File: src/rtl/uart_rx_engine.sv
// UART receive engine: configurable width, runtime parity, 1/2 stop bits,
// 3-sample majority vote per bit, valid/ready output with overrun pulse.
// Optional break detection is compiled in with UART_RX_BREAK_DETECT_EN.
module uart_rx_engine #(
  parameter int unsigned DATA_BITS   = 8,
  parameter int unsigned OVERSAMPLE  = 16,
  parameter int unsigned DIV_W       = 16,
  parameter int unsigned SYNC_STAGES = 2
) (
  input  logic                 clk,
  input  logic                 rst,
  input  logic [DIV_W-1:0]     divider,
  input  logic                 enable,
  input  logic                 parity_en,
  input  logic                 parity_odd,
  input  logic                 two_stop,
  input  logic                 rx,
  output logic [DATA_BITS-1:0] data,
  output logic                 valid,
  input  logic                 ready,
  output logic                 parity_error,
  output logic                 framing_error,
  output logic                 overrun_error,
`ifdef UART_RX_BREAK_DETECT_EN
  output logic                 break_detect,
`endif
  output logic                 busy
);

  localparam int unsigned OS_W  = $clog2(OVERSAMPLE);
  localparam int unsigned BIT_W = $clog2(DATA_BITS + 1);
  localparam int unsigned MID   = OVERSAMPLE / 2;

  localparam logic [OS_W-1:0]  S_EARLY  = OS_W'(MID - 1);
  localparam logic [OS_W-1:0]  S_MID    = OS_W'(MID);
  localparam logic [OS_W-1:0]  S_LATE   = OS_W'(MID + 1);
  localparam logic [OS_W-1:0]  S_LAST   = OS_W'(OVERSAMPLE - 1);
  localparam logic [BIT_W-1:0] BIT_LAST = BIT_W'(DATA_BITS - 1);

`ifdef UART_RX_BREAK_DETECT_EN
  typedef enum logic [2:0] {
    ST_IDLE, ST_START, ST_SHIFT, ST_PARITY, ST_STOP, ST_BREAK
  } state_t;
`else
  typedef enum logic [2:0] {
    ST_IDLE, ST_START, ST_SHIFT, ST_PARITY, ST_STOP
  } state_t;
`endif

  state_t state, state_n;

  logic [SYNC_STAGES-1:0] sync_q;
  logic                   rx_s;
  logic                   rx_prev;
  logic                   fall_c;

  logic [DIV_W-1:0]     div_cnt;
  logic [DIV_W-1:0]     div_sh;
  logic                 par_sh;
  logic                 odd_sh;
  logic                 two_sh;
  logic                 tick_c;

  logic [OS_W-1:0]      os_cnt;
  logic [BIT_W-1:0]     bit_cnt;
  logic                 s_early;
  logic                 s_mid;
  logic                 maj_c;
  logic                 decide_c;

  logic [DATA_BITS-1:0] shift_reg;
  logic                 perr_q;
  logic                 ferr_q;

  logic start_c, shift_c, par_c, stop_c, commit_c;
  logic bit_inc_c, bit_clr_c, os_clr_c, brk_c;

`ifdef UART_RX_BREAK_DETECT_EN
  logic par_zero;
  logic zero_c;
  assign zero_c = (shift_reg == '0) && par_zero;
`endif

  // Metastability synchroniser and edge detector on rx (idles high)
  always_ff @(posedge clk or posedge rst) begin
    if (rst) begin
      sync_q  <= '1;
      rx_prev <= 1'b1;
    end else begin
      sync_q  <= {sync_q[SYNC_STAGES-2:0], rx};
      rx_prev <= sync_q[SYNC_STAGES-1];
    end
  end

  assign rx_s   = sync_q[SYNC_STAGES-1];
  assign fall_c = rx_prev & ~rx_s;

  // Shadow configuration, frozen for the duration of a frame
  always_ff @(posedge clk or posedge rst) begin
    if (rst) begin
      div_sh <= '0;
      par_sh <= 1'b0;
      odd_sh <= 1'b0;
      two_sh <= 1'b0;
    end else if (start_c) begin
      div_sh <= divider;
      par_sh <= parity_en;
      odd_sh <= parity_odd;
      two_sh <= two_stop;
    end
  end

  assign tick_c = enable && (state != ST_IDLE) && (div_cnt == div_sh);

  // Sample-tick divider, held at 0 while idle or disabled
  always_ff @(posedge clk or posedge rst) begin
    if (rst) begin
      div_cnt <= '0;
    end else if (!enable || state == ST_IDLE || tick_c) begin
      div_cnt <= '0;
    end else begin
      div_cnt <= div_cnt + DIV_W'(1);
    end
  end

  // Tick position within the current bit period
  always_ff @(posedge clk or posedge rst) begin
    if (rst) begin
      os_cnt <= '0;
    end else if (os_clr_c) begin
      os_cnt <= '0;
    end else if (tick_c) begin
      os_cnt <= (os_cnt == S_LAST) ? '0 : os_cnt + OS_W'(1);
    end
  end

  // Early and middle samples; the late sample is taken live at decision time
  always_ff @(posedge clk or posedge rst) begin
    if (rst) begin
      s_early <= 1'b1;
      s_mid   <= 1'b1;
    end else if (tick_c) begin
      if (os_cnt == S_EARLY) s_early <= rx_s;
      if (os_cnt == S_MID)   s_mid   <= rx_s;
    end
  end

  assign maj_c    = (s_early & s_mid) | (s_early & rx_s) | (s_mid & rx_s);
  assign decide_c = tick_c && (os_cnt == S_LATE);

  // Bit counter, shared between data bits and stop bits
  always_ff @(posedge clk or posedge rst) begin
    if (rst) begin
      bit_cnt <= '0;
    end else if (bit_clr_c) begin
      bit_cnt <= '0;
    end else if (bit_inc_c) begin
      bit_cnt <= bit_cnt + BIT_W'(1);
    end
  end

  // Data shift register and per-frame error accumulators
  always_ff @(posedge clk or posedge rst) begin
    if (rst) begin
      shift_reg <= '0;
      perr_q    <= 1'b0;
      ferr_q    <= 1'b0;
    end else begin
      if (start_c) begin
        perr_q <= 1'b0;
        ferr_q <= 1'b0;
      end
      if (shift_c) shift_reg <= {maj_c, shift_reg[DATA_BITS-1:1]};
      if (par_c)   perr_q    <= maj_c ^ (^shift_reg) ^ odd_sh;
      if (stop_c && !maj_c) ferr_q <= 1'b1;
    end
  end

`ifdef UART_RX_BREAK_DETECT_EN
  // Tracks whether the parity bit (if any) was also sampled low
  always_ff @(posedge clk or posedge rst) begin
    if (rst) begin
      par_zero <= 1'b1;
    end else if (start_c) begin
      par_zero <= 1'b1;
    end else if (par_c) begin
      par_zero <= ~maj_c;
    end
  end
`endif

  // FSM state register
  always_ff @(posedge clk or posedge rst) begin
    if (rst) state <= ST_IDLE;
    else     state <= state_n;
  end

  // FSM next-state and control strobes
  always_comb begin
    state_n   = state;
    start_c   = 1'b0;
    shift_c   = 1'b0;
    par_c     = 1'b0;
    stop_c    = 1'b0;
    commit_c  = 1'b0;
    bit_inc_c = 1'b0;
    bit_clr_c = 1'b0;
    os_clr_c  = 1'b0;
    brk_c     = 1'b0;
    if (!enable) begin
      state_n   = ST_IDLE;
      os_clr_c  = 1'b1;
      bit_clr_c = 1'b1;
    end else begin
      case (state)
        ST_IDLE: begin
          os_clr_c  = 1'b1;
          bit_clr_c = 1'b1;
          if (fall_c) begin
            state_n = ST_START;
            start_c = 1'b1;
          end
        end
        ST_START: begin
          if (tick_c && os_cnt == S_MID && rx_s) begin
            state_n = ST_IDLE;
          end else if (tick_c && os_cnt == S_LAST) begin
            state_n = ST_SHIFT;
          end
        end
        ST_SHIFT: begin
          if (decide_c) begin
            shift_c = 1'b1;
            if (bit_cnt == BIT_LAST) begin
              bit_clr_c = 1'b1;
              state_n   = par_sh ? ST_PARITY : ST_STOP;
            end else begin
              bit_inc_c = 1'b1;
            end
          end
        end
        ST_PARITY: begin
          if (decide_c) begin
            par_c   = 1'b1;
            state_n = ST_STOP;
          end
        end
        ST_STOP: begin
          if (decide_c) begin
            stop_c = 1'b1;
`ifdef UART_RX_BREAK_DETECT_EN
            if (bit_cnt == '0 && !maj_c && zero_c) begin
              brk_c    = 1'b1;
              commit_c = 1'b1;
              state_n  = ST_BREAK;
            end else
`endif
            if (two_sh && bit_cnt == '0) begin
              bit_inc_c = 1'b1;
            end else begin
              commit_c = 1'b1;
              state_n  = ST_IDLE;
            end
          end
        end
`ifdef UART_RX_BREAK_DETECT_EN
        ST_BREAK: begin
          // Need one full bit period of continuous high before resyncing
          if (!rx_s) begin
            os_clr_c = 1'b1;
          end else if (tick_c && os_cnt == S_LAST) begin
            state_n = ST_IDLE;
          end
        end
`endif
        default: state_n = ST_IDLE;
      endcase
    end
  end

  // Output word register with valid/ready handshake and overrun pulse
  always_ff @(posedge clk or posedge rst) begin
    if (rst) begin
      data          <= '0;
      valid         <= 1'b0;
      parity_error  <= 1'b0;
      framing_error <= 1'b0;
      overrun_error <= 1'b0;
`ifdef UART_RX_BREAK_DETECT_EN
      break_detect  <= 1'b0;
`endif
    end else begin
      overrun_error <= 1'b0;
      if (commit_c) begin
        if (valid && !ready) begin
          overrun_error <= 1'b1;
        end else begin
          data          <= brk_c ? '0 : shift_reg;
          valid         <= 1'b1;
          parity_error  <= perr_q;
          framing_error <= ferr_q | ~maj_c;
`ifdef UART_RX_BREAK_DETECT_EN
          break_detect  <= brk_c;
`endif
        end
      end else if (valid && ready) begin
        valid <= 1'b0;
      end
    end
  end

  // Busy mirrors the state the FSM is about to occupy
  always_ff @(posedge clk or posedge rst) begin
    if (rst) busy <= 1'b0;
    else     busy <= (state_n != ST_IDLE);
  end

endmodule

File: config.mk
export PLATFORM = sky130hd
export DESIGN_NAME = uart_rx_engine
export DESIGN_NICKNAME = d
export VERILOG_FILES = /design/src/rtl/uart_rx_engine.sv
export SDC_FILE = /design/constraint.sdc
export NUM_CORES = 1
export LEC_CHECK = 0
export ABC_CLOCK_PERIOD_IN_PS = 6300
export BUFFER_PORTS_ARGS = -buffer_cell sky130_fd_sc_hd__buf_2
export CORE_ASPECT_RATIO = 0.7
export CORE_UTILIZATION = 40
export DETAILED_ROUTE_END_ITERATION = 7
export PLACE_DENSITY = 0.56
export REMOVE_ABC_BUFFERS = 1
export SLEW_MARGIN = 10
export SYNTH_ARGS = -nofsm -noshare
export SYNTH_HDL_FRONTEND = slang
export SYNTH_SLANG_ARGS = --single-unit
File: constraint.sdc
create_clock -name clk -period 6.3 [get_ports clk]
set_input_delay 0 -clock clk [delete_from_list [all_inputs] [get_ports clk]]
set_output_delay 0 -clock clk [all_outputs]
set_load 0.005 [all_outputs]
# After elaboration in Yosys (flattened, before gate mapping)
# Index checks and enable logic that the tools add are counted.
[word_totals]
ff_bits = 74
in_bits = 24
output_inout_bits = 13
wordCells = 127
[op_classes]
n_addsub = 3
eq_ne = 11
n_mux = 51
n_bitwise = 12
n_reduce_logical = 29
[op_table]
columns = ["op", "n"]
rows = [
  ["$mux 1", 32],
  ["$mux 3", 10],
  ["$mux 4", 5],
  ["$add 16x1->16 const B", 1],
  ["$eq 16x16->1", 1],
  ["$mux 16", 1],
  ["$pmux 3 s5", 1],
  ["$eq 4x4->1 const B", 3],
  ["$logic_and 1x1->1", 10],
  ["$reduce_bool 2->1", 5],
  ["$add 4x1->4 const B", 2],
  ["$eq 4x3->1 const B", 2],
  ["$reduce_and 2->1", 4],
  ["$reduce_xor 8->1", 1],
  ["$eq 3x2->1 const B", 2],
  ["$reduce_bool 3->1", 2],
  ["$and 1x1->1", 4],
  ["$logic_not 4->1", 1],
  ["$pmux 1 s2", 2],
  ["$eq 3x1->1 const B", 1],
  ["$eq 3x3->1 const B", 1],
  ["$logic_not 1->1", 3],
  ["$logic_not 3->1", 1],
  ["$not 1->1", 3],
  ["other kinds (4)", 8],
]

# Logic depth before layout (Yosys ltp)
# Gate-level depths: netlist (run 1).
[logic_depth]
depth_word = 9
depth_mapped = 8
ltp_nobuf = 8

# Worst setup path before layout (run 1)
# No wires, ideal clock.
[synth_timing]
path_type = "flip-flop to flip-flop"
startpoint = "register div_cnt[2]"
endpoint = "register data[0]"
setup_time_ns = 0.125
arrival_time_ns = 1.942
required_time_ns = 6.175
setup_slack_ns = 4.233
path_stages_with_launch = 8
path_buffers = 1
synth_period_minus_slack_ns = 2.067
path_cell_list = "dfrtp_1 > xnor2_1 > nand4_1 > nor4_4 > nand2_2 > nand4b_4 > buf_6 > mux2_4"
[synth_via]
elab_chain_cells = 7
[synth_lines]
columns = ["item", "line_no", "text"]
rows = [
  ["from (decl)", "57", "logic [DIV_W-1:0] div_cnt;"],
  ["from (signal assigned)", "122", "div_cnt <= div_cnt + DIV_W'(1);"],
  ["$eq 16x16->1", "113", "assign tick_c = enable && (state != ST_IDLE) && (div_cnt == div_sh);"],
  ["$logic_and 1x1->1", "113", ""],
  ["$logic_and 1x1->1", "149", "assign decide_c = tick_c && (os_cnt == S_LATE);"],
  ["$mux 1", "249", "if (decide_c) begin"],
  ["$mux 1", "215", "case (state)"],
  ["$mux 1", "210", "if (!enable) begin"],
  ["$reduce_and 2->1 (no source line)", "-", ""],
  ["to (signal assigned)", "298", "data <= brk_c ? '0 : shift_reg;"],
  ["to (decl)", "18", "output logic [DATA_BITS-1:0] data,"],
]
# Every way passes these cells.
# A chain may end at the register's enable or synchronous reset.

# Worst setup path after layout (run 1)
[layout_timing]
startpoint = "register div_cnt[2]"
endpoint = "register data[2]"
# Same word-level chain as after synthesis.

==> run summary, run 1 <==
grt total ovfl: 0
worst path buffer plus inverter count: 0
Final nets: 449
actual slew at the worst max-slew pin: 934 ps
period utilisation layout: 45.1%
synthesized flop and latch total: 74
CTS root buf: clkbuf_16
cell family with most CP delay: simple AND/OR/NAND/NOR gates
Cell Pwr Density: 271 mW/mm^2
failing checks: negative hold slack
setup violators final: 0
worst endpoint data arrival time: 3050 ps
Seq/Total Area, Yosys: 50.2%
Fin. Hold Viols: 69
Post-synth top flop: dfrtp_1
die area: 0.00964 sq mm
total core area: 0.00872 sq mm
Setup WS pre-CTS: 3420 ps
Internal: 0.946 mW
combinational share of power: 8.0%
Via density: 4.85
routed len/inst: 13.6 um
Clock Sinks: 74
post_cts resized: 0
Critical Path Sink Type: register
Clk network pwr share: 48.9%
CP required: 6510 ps
status: finished with violations
All-Layer GR Usage: 17.5%
initial antenna violation count: 0
Max H-tree Level: 3
CP Max Fanout: 15
HPWL Detailed: 5040 um
synth warn: 0
Ant. Diodes: 0
LEAKAGE: 2.11 nW
Setup TNS Final: 0 ps
Tmin final: 2840 ps
CP Class: register to register
Site Rows: 28
Port Buffers: 36
worst setup margin: 3460 ps
Iter 0 DRT Violations: 215
Max Slew Vio Count: 0
slowest CP cell: nor4_4
distinct cell type count after synthesis: 55
number of global-route vias before repair: 2,477
Die Y: 82.5 um
CTS tree: built
Clock transition at path regs: 60 ps
biggest regs: div_cnt (16), div_sh (16)
most common cell after layout, fill and taps aside: nand2_1
first drt pass iteration count: 5
WL final: 7400 um
sequential share of power: 43.1%
max-cap check violation count: 0
CP max stage delay: 810 ps
crit path launch type: register
DRT antenna net count: 0
Final Skew: 5.88 ps
Ports: 37
area grow syn2layout: 21.3%
gpl congestion: 0.845
most frequent cells in the layout: 95 x nand2_1, 69 x dfrtp_1, 36 x buf_2
Num CTS Buffers: 9
Mapped Area: 0.00370 sq mm
first-pass GRT wire length: 12,500 um
ratio of cells with drive above 1 in the final layout: 18.9%
Clock Latency Late Sink: 330 ps
cells after synthesis: 364
initial core utilization: 42.4%
unrepaired setup endpoints after global routing: false
async set-reset flop share out of synthesis: 100%
Worst slew margin: 37.8%
Switching Share: 22.1%
worst vdd ir: 184 uV
number of synthesized flops with an enable pin: 0
Post-CTS Setup Inserts: 0
Min Hold Slack: -52.0 ps
Hold Path Class: input port to async pin
Switch Pwr: 0.268 mW
CP Cell Sequence: xnor2_1 > nand4_1 > nor4_4 > nand2_2 > nand4b_4 > mux2_4
# DRC: 0
Mean Syn Cell Area: 10.2 sq um
r2r setup slk: 3460 ps
via count: 2,641
die width: 117 um
largest net degree at the start of global routing: 75
Peak Freq: 0.352 GHz
clock tree buffer depth: 2
## power by group through the flow
| stage | sequential (mW) | clock, mW | combinational, mW |
|---|---|---|---|
| global placement | 0.532 | 0 | 0.0886 |
| finish | 0.524 | 0.593 | 0.0972 |
| floorplan | 0.526 | 0 | 0.0647 |
| CTS | 0.524 | 0.607 | 0.0988 |
| detailed placement | 0.532 | 0 | 0.0884 |
| global route | 0.527 | 0.629 | 0.112 |
## cells in the mapped netlist, types with 2 or more instances
master	instances	area (sq um)
dfrtp_1	69	1730
nand4_1	8	50.1
nor3_1	4	20.0
inv_1	11	41.3
o21ai_1	2	10.0
a21oi_1	8	40.0
nand2_1	95	357
clkbuf_1	5	18.8
nand2b_1	4	25.0
dfstp_2	5	131
buf_2	2	10.0
and4_1	2	17.5
or3_1	5	31.3
nor2_1	23	86.3
a211oi_1	2	15.0
or4_1	2	15.0
o21ai_0	8	40.0
a31oi_1	2	12.5
mux2_4	10	150
mux2_1	2	22.5
nand3_1	12	60.1
nand4bb_1	2	22.5
ha_1	6	75.1
xor2_1	8	70.1
mux2i_1	3	30.0
nor2b_1	4	25.0
xnor2_1	29	254
buf_6	4	45.0
## logic make-up (layout without fill, tap and decap cells)
group | count (synthesis) | after routing | synth area share, %
and+or+nand+nor | 176 | 176 | 23.5
muxes | 15 | 15 | 5.48
buffers and inverters | 24 | 84 | 3.86
AOI/OAI and AO/OA | 31 | 31 | 5.82
adders and majority gates | 7 | 7 | 2.30
xor gates and xnor gates | 37 | 37 | 8.76
DFF | 74 | 74 | 50.2
## metrics by stage
step                power (mW)  hold WS [ps]  util [%]  cell area, sq um  cells
floorplan                0.591          4.48         -              3600    351
global placement         0.621           109      45.1              3940    508
detailed placement       0.620           106      45.1              3940    508
CTS                       1.23         0.534      51.4              4490    544
global route              1.27          55.2      51.4              4490    544
finish                    1.21         -52.0      51.4              4490    544
## area by class of cell
type                       instances  area, sq um
tap                              120          150
clock inverter                     6          114
sequential                        74         1860
fill                             809         4240
multi-input combinational        266         1700
timing repair buffer              57          388
clock buffer                      10          239
inverter                          11         41.3
## worst min-delay path: cells and delay by family
| kind | cells | cell delay [ps] |
|---|---|---|
| buf+inv | 3 | 830 |
## per-layer routing
| metal | GRT usage, % | wire (um) | vias up |
|---|---|---|---|
| met5 | 0 | 0 | - |
| met1 | 26.8 | 4060 | 1247 |
| li1 | - | - | 1329 |
| met4 | 5.19 | 67 | 0 |
| met3 | 4.89 | 422 | 4 |
| met2 | 23.4 | 2840 | 61 |
## repair_timing
item | CTS | global route
endpoints found under the setup margin | 0 | 0
hold buffers | 20 | 0
endpoints found under the hold margin | 20 | 0
## path summary, 6_finish.rpt
path                            startpoint         end  depth (start not counted)
worst min register to register   sync_q[0]   sync_q[1]                          0
max in group asynchronous              rst    state[2]                          3
worst min-delay path                   rst   div_sh[8]                          3
worst max-delay path            div_cnt[2]     data[2]                          6
min in group clk                    enable  bit_cnt[3]                          3
worst max register to register  div_cnt[2]     data[2]                          6
No activity file was read; power rests on OpenSTA's default activity.
==> run 2, diff against run 1 <==
- ABC_CLOCK_PERIOD_IN_PS: 6300 -> 2700
- clock period: 6.3 -> 2.7 ns (I/O delays scaled with it)
==> run summary, run 2 (synthesized netlist as in run 1, its figures left out) <==
DRT antenna net count: 0 (unchanged)
# DRC: 0 (unchanged)
initial core utilization: 42.4% (unchanged)
actual slew at the worst max-slew pin: 726 ps (-208 ps)
setup violators final: 0 (unchanged)
period utilisation layout: 88.0% (+43 points)
Critical Path Sink Type: register
Placed Cells: 515 (+1.4%)
Switch Pwr: 0.647 mW (+140%)
sequential share of power: 47.9% (+4.8 points)
post-layout util: 51.2% (-0.23 points)
post_cts resized: 0 (unchanged)
Via density: 4.88 (+0.53%)
Ant. Diodes: 0 (unchanged)
Peak Freq: 0.421 GHz (+20%)
CTS tree: built
area grow syn2layout: 20.8%
register area: 0.00186 sq mm (unchanged)
die width: 117 um (unchanged)
All-Layer GR Usage: 18.6% (+1.2 points)
Cell Pwr Density: 572 mW/mm^2 (+110%)
max-cap check violation count: 0 (unchanged)
r2r setup slk: 320 ps (-3140 ps)
Setup TNS Final: 0 ps (unchanged)
Clock Sinks: 74 (unchanged)
Final Skew: 5.84 ps (-0.0384 ps)
Iter 0 DRT Violations: 130 (-40%)
HPWL Detailed: 5580 um (+11%)
Ports: 37 (unchanged)
Internal: 1.91 mW (+100%)
clock tree buffer depth: 2 (unchanged)
crit path launch type: register
via count: 2,694 (+2.0%)
Clock Latency Late Sink: 330 ps (about the same)
Port Buffers: 36 (unchanged)
Layout fillers: 799 (-1.2%)
unrepaired setup endpoints after global routing: false
most frequent cells in the layout: 95 x nand2_1, 69 x dfrtp_1, 36 x buf_2
LEAKAGE: 2.12 nW (+0.42%)
worst vdd ir: 357 uV (+95%)
combinational share of power: 9.7% (+1.7 points)
Site Rows: 28 (unchanged)
CP required: 2940 ps (-3570 ps)
Die Y: 82.5 um (unchanged)
ratio of cells with drive above 1 in the final layout: 20.1% (+1.3 points)
Clk network pwr share: 42.5% (-6.4 points)
biggest regs: div_cnt (16), div_sh (16)
Final nets: 457 (+1.8%)
Fin. Hold Viols: 0 (-100%)
Worst slew margin: 51.5% (+14 points)
gpl congestion: 0.826 (-2.2%)
CP Max Fanout: 14 (-1)
Max Slew Vio Count: 0 (unchanged)
largest net degree at the start of global routing: 34 (-55%)
CTS root buf: clkbuf_16
Tmin final: 2380 ps (-464 ps)
WL final: 7980 um (+7.8%)
Switching Share: 25.3% (+3.2 points)
worst endpoint data arrival time: 2620 ps (-430 ps)
first-pass GRT wire length: 13,100 um (+4.5%)
multi-input logic area: 0.00170 sq mm (unchanged)
Hold Path Class: input port to register
CP Class: register to register
final std cells w/o fill: 552 (+1.5%)
RR Startpoint: div_cnt[2]
total core area: 0.00872 sq mm (unchanged)
Clock transition at path regs: 60 ps (about the same)
routed len/inst: 14.5 um (+6.3%)
crit path from: div_cnt[2]
grt total ovfl: 0 (unchanged)
first drt pass iteration count: 4 (-1)
most common cell after layout, fill and taps aside: nand2_1
status: finished clean
Max H-tree Level: 3 (unchanged)
Num CTS Buffers: 9 (unchanged)
hold wc startpoint: ready
number of global-route vias before repair: 2,498 (+0.85%)
die area: 0.00964 sq mm (unchanged)
initial antenna violation count: 0 (unchanged)
Final Power: 2.55 mW (+110%)
[run 2: worst paths after layout]
| kind | endpoint | depth (start not counted) |
|---|---|---|
| min in group asynchronous | div_sh[2] | 3 |
| worst min register to register | sync_q[1] | 0 |
| worst max-delay path | bit_cnt[3] | 7 |
| worst min-delay path | overrun_error | 3 |
| max in group asynchronous | s_mid | 4 |
| worst max register to register | bit_cnt[3] | 7 |
[run 2: area by class of cell]
cell class | count | share of cell area, %
Clock buffer | 9 | 5.04
Clock inverter | 7 | 1.01
Inverter | 11 | 0.924
Multi-Input combinational cell | 266 | 38.0
Sequential cell | 74 | 41.6
Tap cell | 120 | 3.36
Timing Repair Buffer | 65 | 10.1
[run 2: metrics by stage]
step           hold slack [ps]  instance area [sq um]  setup slack [ps]
2_1_floorplan             4.48                   3600               326
3_3_place_gp               107                   3990               396
3_5_place_dp               107                   3990               315
4_1_cts                   34.1                   4470               312
5_1_grt                   52.2                   4470               186
6_report                  42.4                   4470               325
[run 2: power by group through the flow]
stage | logic (mW) | registers [mW] | clock network [mW]
finish | 0.247 | 1.22 | 1.08
global route | 0.278 | 1.23 | 1.16
CTS | 0.251 | 1.22 | 1.11
global placement | 0.220 | 1.24 | 0
floorplan | 0.151 | 1.23 | 0
detailed placement | 0.224 | 1.24 | 0
[run 2: worst max-delay path, cell delays in order (launching register included)]
cell and delay (ps):
dfrtp_1 460, xnor2_1 190, nand4_1 170, nor4_4 350, buf_4 260, nand4b_2 210, or3_1 390, a221oi_2 250
[run 2: per-layer routing]
| layer | share of wire (%) | wire (um) | up-vias | global-route usage, % |
|---|---|---|---|---|
| met2 | 40 | 3180 | 56 | 25.0 |
| li1 | - | - | 1354 | - |
| met4 | 0.39 | 31 | 0 | 4.94 |
| met1 | 56 | 4440 | 1281 | 28.8 |
| met3 | 4.1 | 328 | 3 | 5.04 |
| met5 | 0 | 0 | - | 0 |
[run 2: what timing repair did]
action | 4_1_cts | 5_1_grt
buffers inserted | 0 | 0
setup endpoints to repair | 0 | 0
hold buffers | 21 | 0
endpoints found under the hold margin | 51 | 0
